--- src/rtl/uart_pkg.sv ---
// Shared definitions for the loop-back UART: parity modes, FSM state encodings
// and the parity-bit helper used by both the transmitter and the receiver.
package uart_pkg;

    localparam logic [1:0] PAR_NONE = 2'd0;
    localparam logic [1:0] PAR_ODD  = 2'd1;
    localparam logic [1:0] PAR_EVEN = 2'd2;

    typedef enum logic [2:0] {
        TX_IDLE,
        TX_START,
        TX_DATA,
        TX_PARITY,
        TX_STOP
    } tx_state_t;

    typedef enum logic [2:0] {
        RX_IDLE,
        RX_START,
        RX_DATA,
        RX_PARITY,
        RX_STOP
    } rx_state_t;

    // Parity bit that completes the byte for the given mode; 0 when parity is off.
    function automatic logic parity_bit(input logic [7:0] data, input logic [1:0] mode);
        logic p;
        case (mode)
            PAR_ODD:  p = ~(^data);
            PAR_EVEN: p = ^data;
            default:  p = 1'b0;
        endcase
        return p;
    endfunction

endpackage

--- src/rtl/uart_rx_core.sv ---
// Serial to byte-parallel receiver: detects the start edge, samples each bit at
// its centre, checks parity and stop bit, and holds good bytes for the consumer.
module uart_rx_core
    import uart_pkg::*;
#(
    parameter int         CLKS_PER_BIT = 16,
    parameter logic [1:0] MODE         = PAR_NONE
) (
    input  logic       inclk,
    input  logic       rst,
    input  logic       rxd,
    input  logic       rx_ack,
    output logic [7:0] rx_data,
    output logic       rx_rdy,
    output logic       rx_err
);

    localparam int            CW       = $clog2(CLKS_PER_BIT);
    localparam logic [CW-1:0] CNT_LAST = CW'(CLKS_PER_BIT - 1);
    localparam logic [CW-1:0] CNT_HALF = CW'(CLKS_PER_BIT / 2 - 1);

    rx_state_t     state, state_d;
    logic [CW-1:0] cnt, cnt_d;
    logic [2:0]    bit_idx, bit_d;
    logic [7:0]    shreg, sh_d;
    logic          par_q, par_d;
    logic          rxd_q;
    logic [7:0]    data_d;
    logic          rdy_d;
    logic          err_d;
    logic          cnt_done;

    assign cnt_done = (cnt == CNT_LAST);

    always_ff @(posedge inclk or negedge rst) begin
        if (!rst) begin
            state   <= RX_IDLE;
            cnt     <= '0;
            bit_idx <= '0;
            shreg   <= '0;
            par_q   <= 1'b0;
            rxd_q   <= 1'b1;
            rx_data <= 8'h00;
            rx_rdy  <= 1'b0;
            rx_err  <= 1'b0;
        end else begin
            state   <= state_d;
            cnt     <= cnt_d;
            bit_idx <= bit_d;
            shreg   <= sh_d;
            par_q   <= par_d;
            rxd_q   <= rxd;
            rx_data <= data_d;
            rx_rdy  <= rdy_d;
            rx_err  <= err_d;
        end
    end

    always_comb begin
        state_d = state;
        cnt_d   = cnt;
        bit_d   = bit_idx;
        sh_d    = shreg;
        par_d   = par_q;
        data_d  = rx_data;
        rdy_d   = rx_rdy & ~rx_ack;
        err_d   = 1'b0;
        case (state)
            RX_IDLE: begin
                cnt_d = '0;
                if (rxd_q && !rxd) begin
                    state_d = RX_START;
                end
            end
            // Half a bit in: a line back at 1 means the edge was a glitch.
            RX_START: begin
                if (cnt == CNT_HALF) begin
                    cnt_d = '0;
                    if (rxd) begin
                        state_d = RX_IDLE;
                    end else begin
                        bit_d   = '0;
                        state_d = RX_DATA;
                    end
                end else begin
                    cnt_d = cnt + 1'b1;
                end
            end
            RX_DATA: begin
                if (cnt_done) begin
                    cnt_d = '0;
                    sh_d  = {rxd, shreg[7:1]};
                    if (bit_idx == 3'd7) begin
                        state_d = (MODE == PAR_NONE) ? RX_STOP : RX_PARITY;
                    end else begin
                        bit_d = bit_idx + 1'b1;
                    end
                end else begin
                    cnt_d = cnt + 1'b1;
                end
            end
            RX_PARITY: begin
                if (cnt_done) begin
                    cnt_d   = '0;
                    par_d   = rxd;
                    state_d = RX_STOP;
                end else begin
                    cnt_d = cnt + 1'b1;
                end
            end
            RX_STOP: begin
                if (cnt_done) begin
                    cnt_d   = '0;
                    state_d = RX_IDLE;
                    if (rxd && ((MODE == PAR_NONE) || (par_q == parity_bit(shreg, MODE)))) begin
                        data_d = shreg;
                        rdy_d  = 1'b1;
                    end else begin
                        err_d = 1'b1;
                    end
                end else begin
                    cnt_d = cnt + 1'b1;
                end
            end
            default: begin
                cnt_d   = '0;
                state_d = RX_IDLE;
            end
        endcase
    end

endmodule

--- src/rtl/uart_tx_core.sv ---
// Byte-parallel to serial transmitter: start bit, 8 data bits LSB first,
// optional parity bit, stop bit; every bit lasts CLKS_PER_BIT clocks.
module uart_tx_core
    import uart_pkg::*;
#(
    parameter int         CLKS_PER_BIT = 16,
    parameter logic [1:0] MODE         = PAR_NONE
) (
    input  logic       inclk,
    input  logic       rst,
    input  logic [7:0] tx_data,
    input  logic       tx_req,
    output logic       tx_ack,
    output logic       txd
);

    localparam int            CW       = $clog2(CLKS_PER_BIT);
    localparam logic [CW-1:0] CNT_LAST = CW'(CLKS_PER_BIT - 1);

    tx_state_t     state, state_d;
    logic [CW-1:0] cnt, cnt_d;
    logic [2:0]    bit_idx, bit_d;
    logic [7:0]    shreg, sh_d;
    logic          par_q, par_d;
    logic          ack_d;
    logic          txd_d;
    logic          cnt_done;

    assign cnt_done = (cnt == CNT_LAST);

    always_ff @(posedge inclk or negedge rst) begin
        if (!rst) begin
            state   <= TX_IDLE;
            cnt     <= '0;
            bit_idx <= '0;
            shreg   <= '0;
            par_q   <= 1'b0;
            tx_ack  <= 1'b0;
            txd     <= 1'b1;
        end else begin
            state   <= state_d;
            cnt     <= cnt_d;
            bit_idx <= bit_d;
            shreg   <= sh_d;
            par_q   <= par_d;
            tx_ack  <= ack_d;
            txd     <= txd_d;
        end
    end

    // txd is registered and always loaded with the level of the bit being entered,
    // so the line changes exactly on the bit boundary.
    always_comb begin
        state_d = state;
        cnt_d   = cnt;
        bit_d   = bit_idx;
        sh_d    = shreg;
        par_d   = par_q;
        ack_d   = 1'b0;
        txd_d   = txd;
        case (state)
            TX_IDLE: begin
                txd_d = 1'b1;
                cnt_d = '0;
                if (tx_req) begin
                    sh_d    = tx_data;
                    par_d   = parity_bit(tx_data, MODE);
                    ack_d   = 1'b1;
                    txd_d   = 1'b0;
                    state_d = TX_START;
                end
            end
            TX_START: begin
                if (cnt_done) begin
                    cnt_d   = '0;
                    bit_d   = '0;
                    txd_d   = shreg[0];
                    state_d = TX_DATA;
                end else begin
                    cnt_d = cnt + 1'b1;
                end
            end
            TX_DATA: begin
                if (cnt_done) begin
                    cnt_d = '0;
                    sh_d  = {1'b0, shreg[7:1]};
                    if (bit_idx == 3'd7) begin
                        if (MODE == PAR_NONE) begin
                            txd_d   = 1'b1;
                            state_d = TX_STOP;
                        end else begin
                            txd_d   = par_q;
                            state_d = TX_PARITY;
                        end
                    end else begin
                        bit_d = bit_idx + 1'b1;
                        txd_d = shreg[1];
                    end
                end else begin
                    cnt_d = cnt + 1'b1;
                end
            end
            TX_PARITY: begin
                if (cnt_done) begin
                    cnt_d   = '0;
                    txd_d   = 1'b1;
                    state_d = TX_STOP;
                end else begin
                    cnt_d = cnt + 1'b1;
                end
            end
            TX_STOP: begin
                if (cnt_done) begin
                    cnt_d   = '0;
                    state_d = TX_IDLE;
                end else begin
                    cnt_d = cnt + 1'b1;
                end
            end
            default: begin
                txd_d   = 1'b1;
                cnt_d   = '0;
                state_d = TX_IDLE;
            end
        endcase
    end

endmodule

--- src/rtl/uart_core.sv ---
// Loop-back UART: the transmitter's line feeds the receiver through a 2-flop
// synchroniser, so received frames trail the transmitted ones by two clocks.
//
// Handshakes: tx_req is a level; the transmitter samples it only in IDLE and
// answers with a one-cycle tx_ack, after which tx_data is no longer needed.
// rx_rdy stays high until rx_ack is seen high on a clock edge while rx_rdy=1;
// it drops on the following cycle. A new good byte overwrites rx_data and
// keeps rx_rdy high.
module uart_core
    import uart_pkg::*;
#(
    parameter string PARITY       = "NONE",
    parameter int    CLKS_PER_BIT = 16
) (
    input  logic       inclk,
    input  logic       rst,
    input  logic [7:0] tx_data,
    input  logic       tx_req,
    output logic       tx_ack,
    output logic [7:0] rx_data,
    output logic       rx_rdy,
    input  logic       rx_ack,
    output logic       rx_err,
    output logic       txd
);

    // Unrecognised parity strings fall back to no parity.
    localparam logic [1:0] PAR_MODE = (PARITY == "ODD")  ? PAR_ODD  :
                                      (PARITY == "EVEN") ? PAR_EVEN : PAR_NONE;

    logic [1:0] sync_q;
    logic       rxd_s;

    uart_tx_core #(
        .CLKS_PER_BIT (CLKS_PER_BIT),
        .MODE         (PAR_MODE)
    ) u_tx (
        .inclk   (inclk),
        .rst     (rst),
        .tx_data (tx_data),
        .tx_req  (tx_req),
        .tx_ack  (tx_ack),
        .txd     (txd)
    );

    // Synchroniser resets to the idle level so reset never looks like a start bit.
    always_ff @(posedge inclk or negedge rst) begin
        if (!rst) begin
            sync_q <= 2'b11;
        end else begin
            sync_q <= {sync_q[0], txd};
        end
    end

    assign rxd_s = sync_q[1];

    uart_rx_core #(
        .CLKS_PER_BIT (CLKS_PER_BIT),
        .MODE         (PAR_MODE)
    ) u_rx (
        .inclk   (inclk),
        .rst     (rst),
        .rxd     (rxd_s),
        .rx_ack  (rx_ack),
        .rx_data (rx_data),
        .rx_rdy  (rx_rdy),
        .rx_err  (rx_err)
    );

endmodule

--- config.mk ---
export PLATFORM = sky130hd
export DESIGN_NAME = uart_core
export DESIGN_NICKNAME = d
export VERILOG_FILES = /design/src/rtl/uart_pkg.sv /design/src/rtl/uart_rx_core.sv /design/src/rtl/uart_tx_core.sv /design/src/rtl/uart_core.sv
export SDC_FILE = /design/constraint.sdc
export NUM_CORES = 1
export LEC_CHECK = 0
export BUFFER_PORTS_ARGS = -buffer_cell sky130_fd_sc_hd__buf_2
export CAP_MARGIN = 20
export CORE_ASPECT_RATIO = 1.1
export CORE_MARGIN = 2
export CORE_UTILIZATION = 46
export DETAILED_ROUTE_END_ITERATION = 10
export MAX_ROUTING_LAYER = met4
export PLACE_DENSITY = 0.67
export SLEW_MARGIN = 20
export SYNTH_ARGS = -nofsm -noshare
export SYNTH_HDL_FRONTEND = slang
export SYNTH_SLANG_ARGS = --single-unit
--- constraint.sdc ---
create_clock -name inclk -period 2.16 [get_ports inclk]
set_input_delay 0.432 -clock inclk [delete_from_list [all_inputs] [get_ports inclk]]
set_output_delay 0.432 -clock inclk [all_outputs]
set_load 0.005 [all_outputs]
==> Yosys cells after proc, flatten, opt, wreduce, memory -nomap -nowiden <==
Cells that the tools add are included.
{ "totals": {"output_inout_bits": 12, "register_bits": 51, "wordCells": 112, "inputBits": 12} }
{ "classes": {"n_eq_ne": 28, "muxes": 45, "n_bitwise": 3, "add_sub_neg": 4, "reduce_logical": 17} }
{ "op_table": {"columns": ["op", "count"], "rows": [
  ["3-bit two-way mux", 18],
  ["3-bit case mux with 5 select lines", 2],
  ["2-bit by 1-bit inequality test with 1-bit output, second input constant", 11],
  ["4-bit two-way mux", 4],
  ["8-bit two-way mux", 2],
  ["8-bit case mux with 2 select lines", 1],
  ["1-bit two-way mux", 13],
  ["3-bit by 2-bit equality test with 1-bit output, second input constant", 4],
  ["3-bit equality test, second input constant", 4],
  ["3-bit case mux with 2 select lines", 2],
  ["6-bit AND reduction", 2],
  ["4-bit by 1-bit adder with 4-bit output, second input constant", 2],
  ["4-bit equality test, second input constant", 2],
  ["2-bit inequality test, second input constant", 4],
  ["4-bit case mux with 2 select lines", 1],
  ["4-bit AND reduction", 2],
  ["3-bit by 1-bit adder with 3-bit output, second input constant", 2],
  ["3-bit by 1-bit equality test with 1-bit output, second input constant", 2],
  ["3-bit logical NOT", 2],
  ["3-bit AND reduction", 2],
  ["2-bit nonzero test", 3],
  ["1-bit case mux with 5 select lines", 1],
  ["5-bit AND reduction", 1],
  ["4-bit by 3-bit equality test with 1-bit output, second input constant", 1],
  ["other kinds (8)", 9]
]} }

==> Logic depth before layout (Yosys ltp) <==
Gate-level depths: netlist (run 1).
{ "logic_depth": {"ltp_word": 5, "mapped_depth": 6, "ltp_nobuf": 5} }

==> Cells and area by module <==
A second synthesis (run 1) with hierarchy kept.
{ "unflattened": {"hier_cells": 179, "area_unflattened_um2": 2284.7} }
{ "by_module_without_submodules": {"columns": ["module", "area_each_um2", "n_inst", "cells_each", "seq_area_each_um2"], "rows": [
  ["uart_rx_core", 1243.7, 1, 88, 726.9],
  ["uart_tx_core", 988.4, 1, 89, 501.7],
  ["uart_core", 52.6, 1, 2, 52.6]
]} }

==> Least setup slack after synthesis (run 1) <==
No wires, ideal clock.
{ "synth_path": {"path_type": "register to register", "startpoint": "register u_rx.bit_idx[0]", "endpoint": "register u_rx.state[0]", "setup_time_ps": 125, "t_arrival_ps": 1592, "slack_ps": 443, "path_stages_with_launch": 6, "n_path_buf": 0, "period_less_slack_ps": 1717, "path_cell_list": "dfrtp_1 -> ha_1 -> ha_1 -> a2111o_1 -> nand3b_1 -> mux2_2"} }
{ "synth_between": {"elab_chain_cells": 3} }
{ "synth_rtl": {"columns": ["element", "line", "source"], "rows": [
  ["from (decl)", "uart_rx_core.sv:24", "logic [2:0] bit_idx, bit_d;"],
  ["from (signal assigned)", "uart_rx_core.sv:49", "bit_idx <= bit_d;"],
  ["3-bit equality test", "uart_rx_core.sv:93", "if (bit_idx == 3'd7) begin"],
  ["2-bit by 1-bit inequality test with 1-bit output (no source line)", null, null],
  ["6-bit AND reduction (no source line)", null, null],
  ["to (signal assigned)", "uart_rx_core.sv:47", "state <= state_d;"],
  ["to (decl)", "uart_rx_core.sv:22", "rx_state_t state, state_d;"]
]} }
Every way passes these cells.
A chain may end at the register's enable or synchronous reset.

==> Worst setup path in the final report (run 1) <==
{ "layout_path": {"startpoint": "register u_rx.bit_idx[0]", "endpoint": "register u_rx.state[1]"} }
The elaborated chain is that of the path after synthesis.

==> metrics.txt, run 1 <==
number of remaining DRC errors=0; CTS resizes=0; reg2reg start=u_rx.bit_idx[0]$_DFFE_PN0P_; register area share after synthesis=0.555; number of synthesized flops with an enable pin=0; R2R setup slack=0.36 ns; Max Cap Viol=0; Post-CTS Setup Bufs=0; power share of the combinational group=0.231; Final Hold Fails=0; fin nets=236; maximum root-to-sink buffer count=2; drt wl/cell=13.6 um; Crit path arrival time=1.99 ns; FP Rows=27; Worst-Skew Late Latency=0.31 ns; critical path fanouts, max=2; top post-synthesis cells by count=47 x dfrtp_1, 19 x mux2_2, 15 x inv_1; hold buffers post-CTS=0; post-layout min period=1.80 ns; die width=71.5 um; layout cell share with drive strength beyond 1=0.297; initial antenna violation count=0; Die ar.=5600 sq um; maximum vdd drop=0.653 mV; Reg2Reg Capture Point=u_rx.state[1]$_DFFE_PN0P_; first-pass GRT wire length=6620 um; fillers=446; clock power share=0.245; Worst slew margin=0.632; number of global-route vias before repair=1449; total iterations of the first detailed-routing run=4; via density per instance=5.41; Pwr Total=2.73 mW; Clock Tree Root=clkbuf_8; ratio of final minimum period to clock period=0.835; status=completed; via count=1498; total CTS buffers=5; Startpoint Class=flip-flop; clock skew=0.0145 ns; RSZ-0062 raised after global routing=false; worst r2r path cells=5; Worst Setup End Kind=flip-flop; Gate Count Post-Synth=192; final count of pins violating max slew=0; NetSw=0.881 mW; area grow syn2layout=11.9%; final worst slack=0.356 ns; async set-reset flop share out of synthesis=1.00; Most used DFF post-synth=dfrtp_1; P_leak=1.29 nW; fmax=554 MHz; CTS tree=yes; Net Count, Synth=210; post-synth cell types=42; synth warn=0; clk sinks=51; GRT overflow=0; DIE HEIGHT=78.3 um; sequential cell fraction of total power=0.524; most numerous cell in the Yosys netlist=dfrtp_1; n_diodes=0; overall routing resource usage=0.154; top-area cell type share of the netlist area=0.509; WS Path Type=flip-flop to flip-flop; DP Worst Slack=0.354 ns; Hold Path Class=input pin to asynchronous set/reset pin; placed cell areas=2470 sq um; top cells by area, synth=dfrtp_1 51%, mux2_2 9.3%, dfstp_2 4.6%, ha_1 3.3%, a21oi_1 2.8%; final wirelength=3770 um; pwr dens=1060 nW/um^2; setup violators final=0; hpwl dp=2590 um; Synth area leader=dfrtp_1; initial drt markers=137; Worst EP required=2.34 ns; Slew @ Worst Pin=0.552 ns; Int Power=1.85 mW; H-tree level count=2; largest net degree at the start of global routing=29; total core area=4930 sq um; Mapped Area=2310 sq um; switch share=0.323; IO Port Bufs=23; Synth Area per Inst=12.0 sq um; synthesis-stage register bit count=51; number of top-level pins=24; Worst-path clk slew=0.09 ns; Setup TNS=0 ns; Initial Utilization=0.468; antenna-violating nets left=0; final instance area=2580 sq um; gpl congestion=0.820
[worst max-delay path by stage]
stage,to,cells after the start,start
after floorplan,u_rx.state[0]$_DFFE_PN0P_,5,u_rx.bit_idx[0]$_DFFE_PN0P_
after global placement,u_rx.state[0]$_DFFE_PN0P_,5,u_rx.bit_idx[0]$_DFFE_PN0P_
after detailed placement,u_rx.state[1]$_DFFE_PN0P_,5,u_rx.bit_idx[0]$_DFFE_PN0P_
after CTS,u_rx.state[1]$_DFFE_PN0P_,5,u_rx.bit_idx[0]$_DFFE_PN0P_
after global routing,u_rx.bit_idx[1]$_DFFE_PN0P_,5,u_rx.cnt[0]$_DFF_PN0_
final,u_rx.state[1]$_DFFE_PN0P_,5,u_rx.bit_idx[0]$_DFFE_PN0P_
[through the flow]
step	instances	utilization	hold slack [ns]
6_report	277	0.524	0.114
5_1_grt	277	0.524	0.160
4_1_cts	277	0.524	0.127
3_5_place_dp	269	0.501	0.350
3_3_place_gp	269	0.501	0.346
2_1_floorplan	192	-	0.136
[cells in the final DEF, fill, tap and decap left out, drive strengths merged, types with 2 or more instances in the layout]
cell,Yosys,routed
dfrtp,47,47
buf,2,25
mux2,19,19
inv,15,16
a21oi,14,14
nor2,12,12
nand2,8,8
o22ai,8,8
nand3,7,7
ha,6,6
nor3,6,6
nand3b,5,5
clkbuf,4,5
mux2i,4,4
dfstp,4,4
nor3b,4,4
o21ai,3,3
xor2,2,2
xnor2,2,2
o21a,2,2
a22o,2,2
nand4b,2,2
[per-layer routing]
metal,global-route usage,wire (um)
met1,0.198,1800
met2,0.237,1780
met3,0.0372,145
met4,0.0566,43
met5,-,0
[power groups by stage]
stage	Sequential, mW	Clock (mW)	Combinational (mW)
4_1_cts	1.43	0.696	0.637
2_1_floorplan	1.34	0	0.603
3_5_place_dp	1.44	0	0.632
3_3_place_gp	1.44	0	0.616
6_report	1.43	0.671	0.631
5_1_grt	1.46	0.742	0.724
[worst max-delay path: stages (launching register included)]
cell and delay, ns:
dfrtp_1 0.40, ha_1 0.21, ha_1 0.19, a2111o_1 0.42, nand3b_1 0.13, mux2_2 0.34
[final cells by class]
cell class                      count  area, sq um  share of cell area
Clock buffer                        5         68.8              0.0266
Clock inverter                      3         46.3              0.0179
Inverter                           15         56.3              0.0218
Multi-Input combinational cell    120          916               0.354
Sequential cell                    51         1280               0.496
Tap cell                           58         72.6              0.0281
Timing Repair Buffer               25          143              0.0552
[sequential cells by signal, summed over array words and instances (netlist names)]
| name | count |
|---|---|
| sync_q | 2 |
| u_rx.bit_idx | 3 |
| u_rx.cnt | 4 |
| u_rx.rx_data | 8 |
| u_rx.rx_err | 1 |
| u_rx.rx_rdy | 1 |
| u_rx.rxd_q | 1 |
| u_rx.shreg | 8 |
| u_rx.state | 3 |
| u_tx.bit_idx | 3 |
| u_tx.cnt | 4 |
| u_tx.shreg | 8 |
| u_tx.state | 3 |
| u_tx.tx_ack | 1 |
| u_tx.txd | 1 |
[cells by family (layout without fill, tap and decap cells)]
logic type | Yosys count | after routing | share of synthesized area
AO/OA/AOI/OAI | 35 | 35 | 0.101
XOR/XNOR | 4 | 4 | 0.0152
adder cells (fa/ha/maj) | 6 | 6 | 0.0325
buffers and inverters | 21 | 48 | 0.0482
flip-flops | 51 | 51 | 0.555
multiplexers | 23 | 23 | 0.110
AND/OR/NAND/NOR | 52 | 52 | 0.138
Note: power is estimated with default switching activity, not from simulation.
==> inputs of run 2 (changes only) <==
--- a/config.mk
+++ b/config.mk
@@ -5,6 +5,7 @@
 export SDC_FILE = /design/constraint.sdc
 export NUM_CORES = 1
 export LEC_CHECK = 0
+export ABC_AREA = 1
 export BUFFER_PORTS_ARGS = -buffer_cell sky130_fd_sc_hd__buf_2
 export CAP_MARGIN = 20
 export CORE_ASPECT_RATIO = 1.1
==> constraint.sdc (replaced) <==
create_clock -name inclk -period 1.7 [get_ports inclk]
set_input_delay 0.34 -clock inclk [delete_from_list [all_inputs] [get_ports inclk]]
set_output_delay 0.34 -clock inclk [all_outputs]
set_load 0.005 [all_outputs]
==> run 2 against run 1 <==
Clock skew fell by 0.0019 ns. Routed wire length grew 8.2%. First-iteration DRC count shrank 30%. Clock power is 8.5% higher. Critical path depth is 3 higher. Final cell count increased by 37%. Critical path type unchanged. Combinational power up 110%. Die area is 5.3% higher. Register-to-register slack got worse by 0.22 ns. Critical endpoint is now u_rx.bit_idx[2]$_DFFE_PN0P_.
==> metrics.txt, run 2 <==
Pwr Total=3.77 mW (+38%); Worst slew margin=0.770 (+0.138); Gate Count Post-Synth=290 (+51%); initial drt markers=96 (-30%); largest registers=u_rx.rx_data: 8 flops, u_rx.shreg: 8 flops, u_tx.shreg: 8 flops; area grow syn2layout=12.8%; status=completed; ratio of final minimum period to clock period=0.918 (+0.0825); first-pass GRT wire length=7830 um (+18%); Synth Area per Inst=8.40 sq um (-30%); Hold Path Class=input pin to flip-flop; GR peak layer=met2; Crit. Startpoint=u_rx.bit_idx[0]$_DFFE_PN0P_; maximum root-to-sink buffer count=2 (unchanged); total CTS buffers=5 (unchanged); CTS tree=yes; final count of pins violating max slew=0 (unchanged); Slew @ Worst Pin=0.344 ns (-0.208 ns); layout cell share with drive strength beyond 1=0.183 (-0.114); Final Hold Fails=0 (unchanged); Mapped Area=2440 sq um (+5.6%); IO Port Bufs=23 (unchanged); P_leak=1.49 nW (+15%); Worst-path clk slew=0.10 ns (about the same); gpl congestion=0.794 (-3.1%); post-synth cell types=27 (-36%); register area share after synthesis=0.526 (-0.0293); total core area=5070 sq um (+2.7%); Clock Tree Root=clkbuf_8; die width=73.4 um (+2.6%); pwr dens=1370 nW/um^2 (+30%); Worst EP required=1.89 ns (-0.45 ns); RSZ-0062 raised after global routing=false; fin nets=339 (+44%); number of global-route vias before repair=1802 (+24%); overall routing resource usage=0.171 (+0.0172); Die ar.=5900 sq um (+5.3%); clock skew=0.0125 ns (-0.00194 ns); reg2reg start=u_rx.bit_idx[0]$_DFFE_PN0P_; clk sinks=51 (unchanged); Most used DFF post-synth=dfrtp_1; initial antenna violation count=0 (unchanged); Synth area leader=dfrtp_1; commonest non-fill, non-tap cell in the layout=nand2_1; antenna-violating nets left=0 (unchanged); maximum vdd drop=0.565 mV (-13%); synth warn=0 (unchanged); Cells on Worst Hold Path=2; final wirelength=4080 um (+8.2%); Reg2Reg Capture Point=u_rx.bit_idx[2]$_DFFE_PN0P_; WS Path Type=flip-flop to flip-flop; setup violators final=0 (unchanged); M3 GR Usage=0.0389 (+0.00167); met1 Use GR=0.224 (+0.0257); number of top-level pins=24 (unchanged); number of remaining DRC errors=0 (unchanged); synthesis-stage register bit count=51 (unchanged); top-area cell type share of the netlist area=0.483 (-0.0269); post-layout min period=1.56 ns (-0.244 ns); total iterations of the first detailed-routing run=4 (unchanged); Startpoint Class=flip-flop; Initial Utilization=0.481 (+0.0130); async set-reset flop share out of synthesis=1.00 (unchanged); via density per instance=4.93 (-8.9%); largest net degree at the start of global routing=30 (+3.4%); most numerous cell in the Yosys netlist=nand2_1; M2 GR Usage=0.275 (+0.0377); FP Rows=27 (unchanged); Critical Path End=u_rx.bit_idx[2]$_DFFE_PN0P_; Worst-Skew Late Latency=0.31 ns (about the same); worst r2r path cells=8 (+3); top cells by area, synth=dfrtp_1 48%, nand2_1 13%, o21ai_0 5.3%, nor2_1 4.9%, dfstp_2 4.3%; R2R setup slack=0.14 ns (-0.22 ns); fmax=641 MHz (+16%); n_diodes=0 (unchanged); Worst Setup End Kind=flip-flop; Min-Delay Startpoint=rx_ack; most frequent cells in the layout=84 x nand2_1, 47 x dfrtp_1, 31 x nor2_1; DIE HEIGHT=80.3 um (+2.6%); drt wl/cell=10.7 um (-21%); hpwl dp=3020 um (+17%); Crit path arrival time=1.76 ns (-0.23 ns); H-tree level count=2 (unchanged); critical path fanouts, max=4 (+2); top post-synthesis cells by count=84 x nand2_1, 47 x dfrtp_1, 32 x nor2_1; GRT overflow=0 (unchanged); Max Cap Viol=0 (unchanged); number of synthesized flops with an enable pin=0 (unchanged); Setup TNS=0 ns (unchanged); via count=1872 (+25%); Net Count, Synth=308 (+47%)
-- run 2: stage by stage --
| stage | instance area [sq um] | util | instances | setup slack (ns) | hold slack [ns] |
|---|---|---|---|---|---|
| 2_1_floorplan | 2440 | - | 290 | 0.307 | 0.0444 |
| 3_3_place_gp | 2620 | 0.516 | 369 | 0.154 | 0.225 |
| 3_5_place_dp | 2620 | 0.516 | 369 | 0.150 | 0.227 |
| 4_1_cts | 2720 | 0.537 | 378 | 0.139 | 0.194 |
| 5_1_grt | 2750 | 0.542 | 380 | 0.00309 | 0.195 |
| 6_report | 2750 | 0.542 | 380 | 0.140 | 0.202 |
-- run 2: timing repair --
action / in CTS / in global routing
endpoints found under the hold margin: 8 / 0
setup endpoints to repair: 0 / 9
hold buffers: 1 / 0
buffers inserted: 0 / 2
gates resized for setup: 0 / 3
-- run 2: kinds of logic (layout without fill, tap and decap cells) --
group | after synthesis | count (layout) | synth area share
AO/OA/AOI/OAI | 42 | 42 | 0.0975
buffers and inverters | 36 | 68 | 0.0657
XOR/XNOR | 2 | 2 | 0.00719
flip-flops | 51 | 51 | 0.526
adder cells (fa/ha/maj) | 6 | 6 | 0.0308
AND/OR/NAND/NOR | 153 | 153 | 0.273
-- run 2: worst min-delay path by stage --
stage / slack [ns] / to
6_report: 0.20 / u_rx.rx_rdy$_DFF_PN0_
5_1_grt: 0.20 / u_rx.rx_rdy$_DFF_PN0_
4_1_cts: 0.19 / u_rx.rx_rdy$_DFF_PN0_
3_5_place_dp: 0.23 / u_rx.state[1]$_DFFE_PN0P_
3_3_place_gp: 0.23 / u_rx.cnt[3]$_DFF_PN0_
2_1_floorplan: 0.04 / u_rx.bit_idx[0]$_DFFE_PN0P_
-- run 2: per-layer routing --
metal | up-vias | share of wire
li1 | 986 | -
met1 | 851 | 0.48
met2 | 31 | 0.47
met3 | 4 | 0.035
met4 | 0 | 0.0083
met5 | - | 0
-- run 2: cell type report --
type | instances | area, sq um
fillers | 495 | 2320
flip-flops and latches | 51 | 1280
multi-input cells | 203 | 1010
repair buffers | 29 | 175
inverters | 31 | 116
well taps | 58 | 72.6
clock buffers | 5 | 68.8
clock inverters | 3 | 26.3
-- run 2: where the power goes --
part / switching (mW) / leakage (nW) / total (mW) / internal (mW)
clock network: 0.425 / 0.0491 / 0.728 / 0.303
registers: 0.227 / 0.674 / 1.73 / 1.51
logic: 0.830 / 0.762 / 1.31 / 0.477
-- run 2: critical path: stages, from the launching register on --
cell,delay [ns]
dfrtp_1,0.41
ha_1,0.21
ha_1,0.17
inv_1,0.05
nand3_1,0.09
o21ai_1,0.27
nand2_1,0.14
nand2_1,0.08
nand2_1,0.05
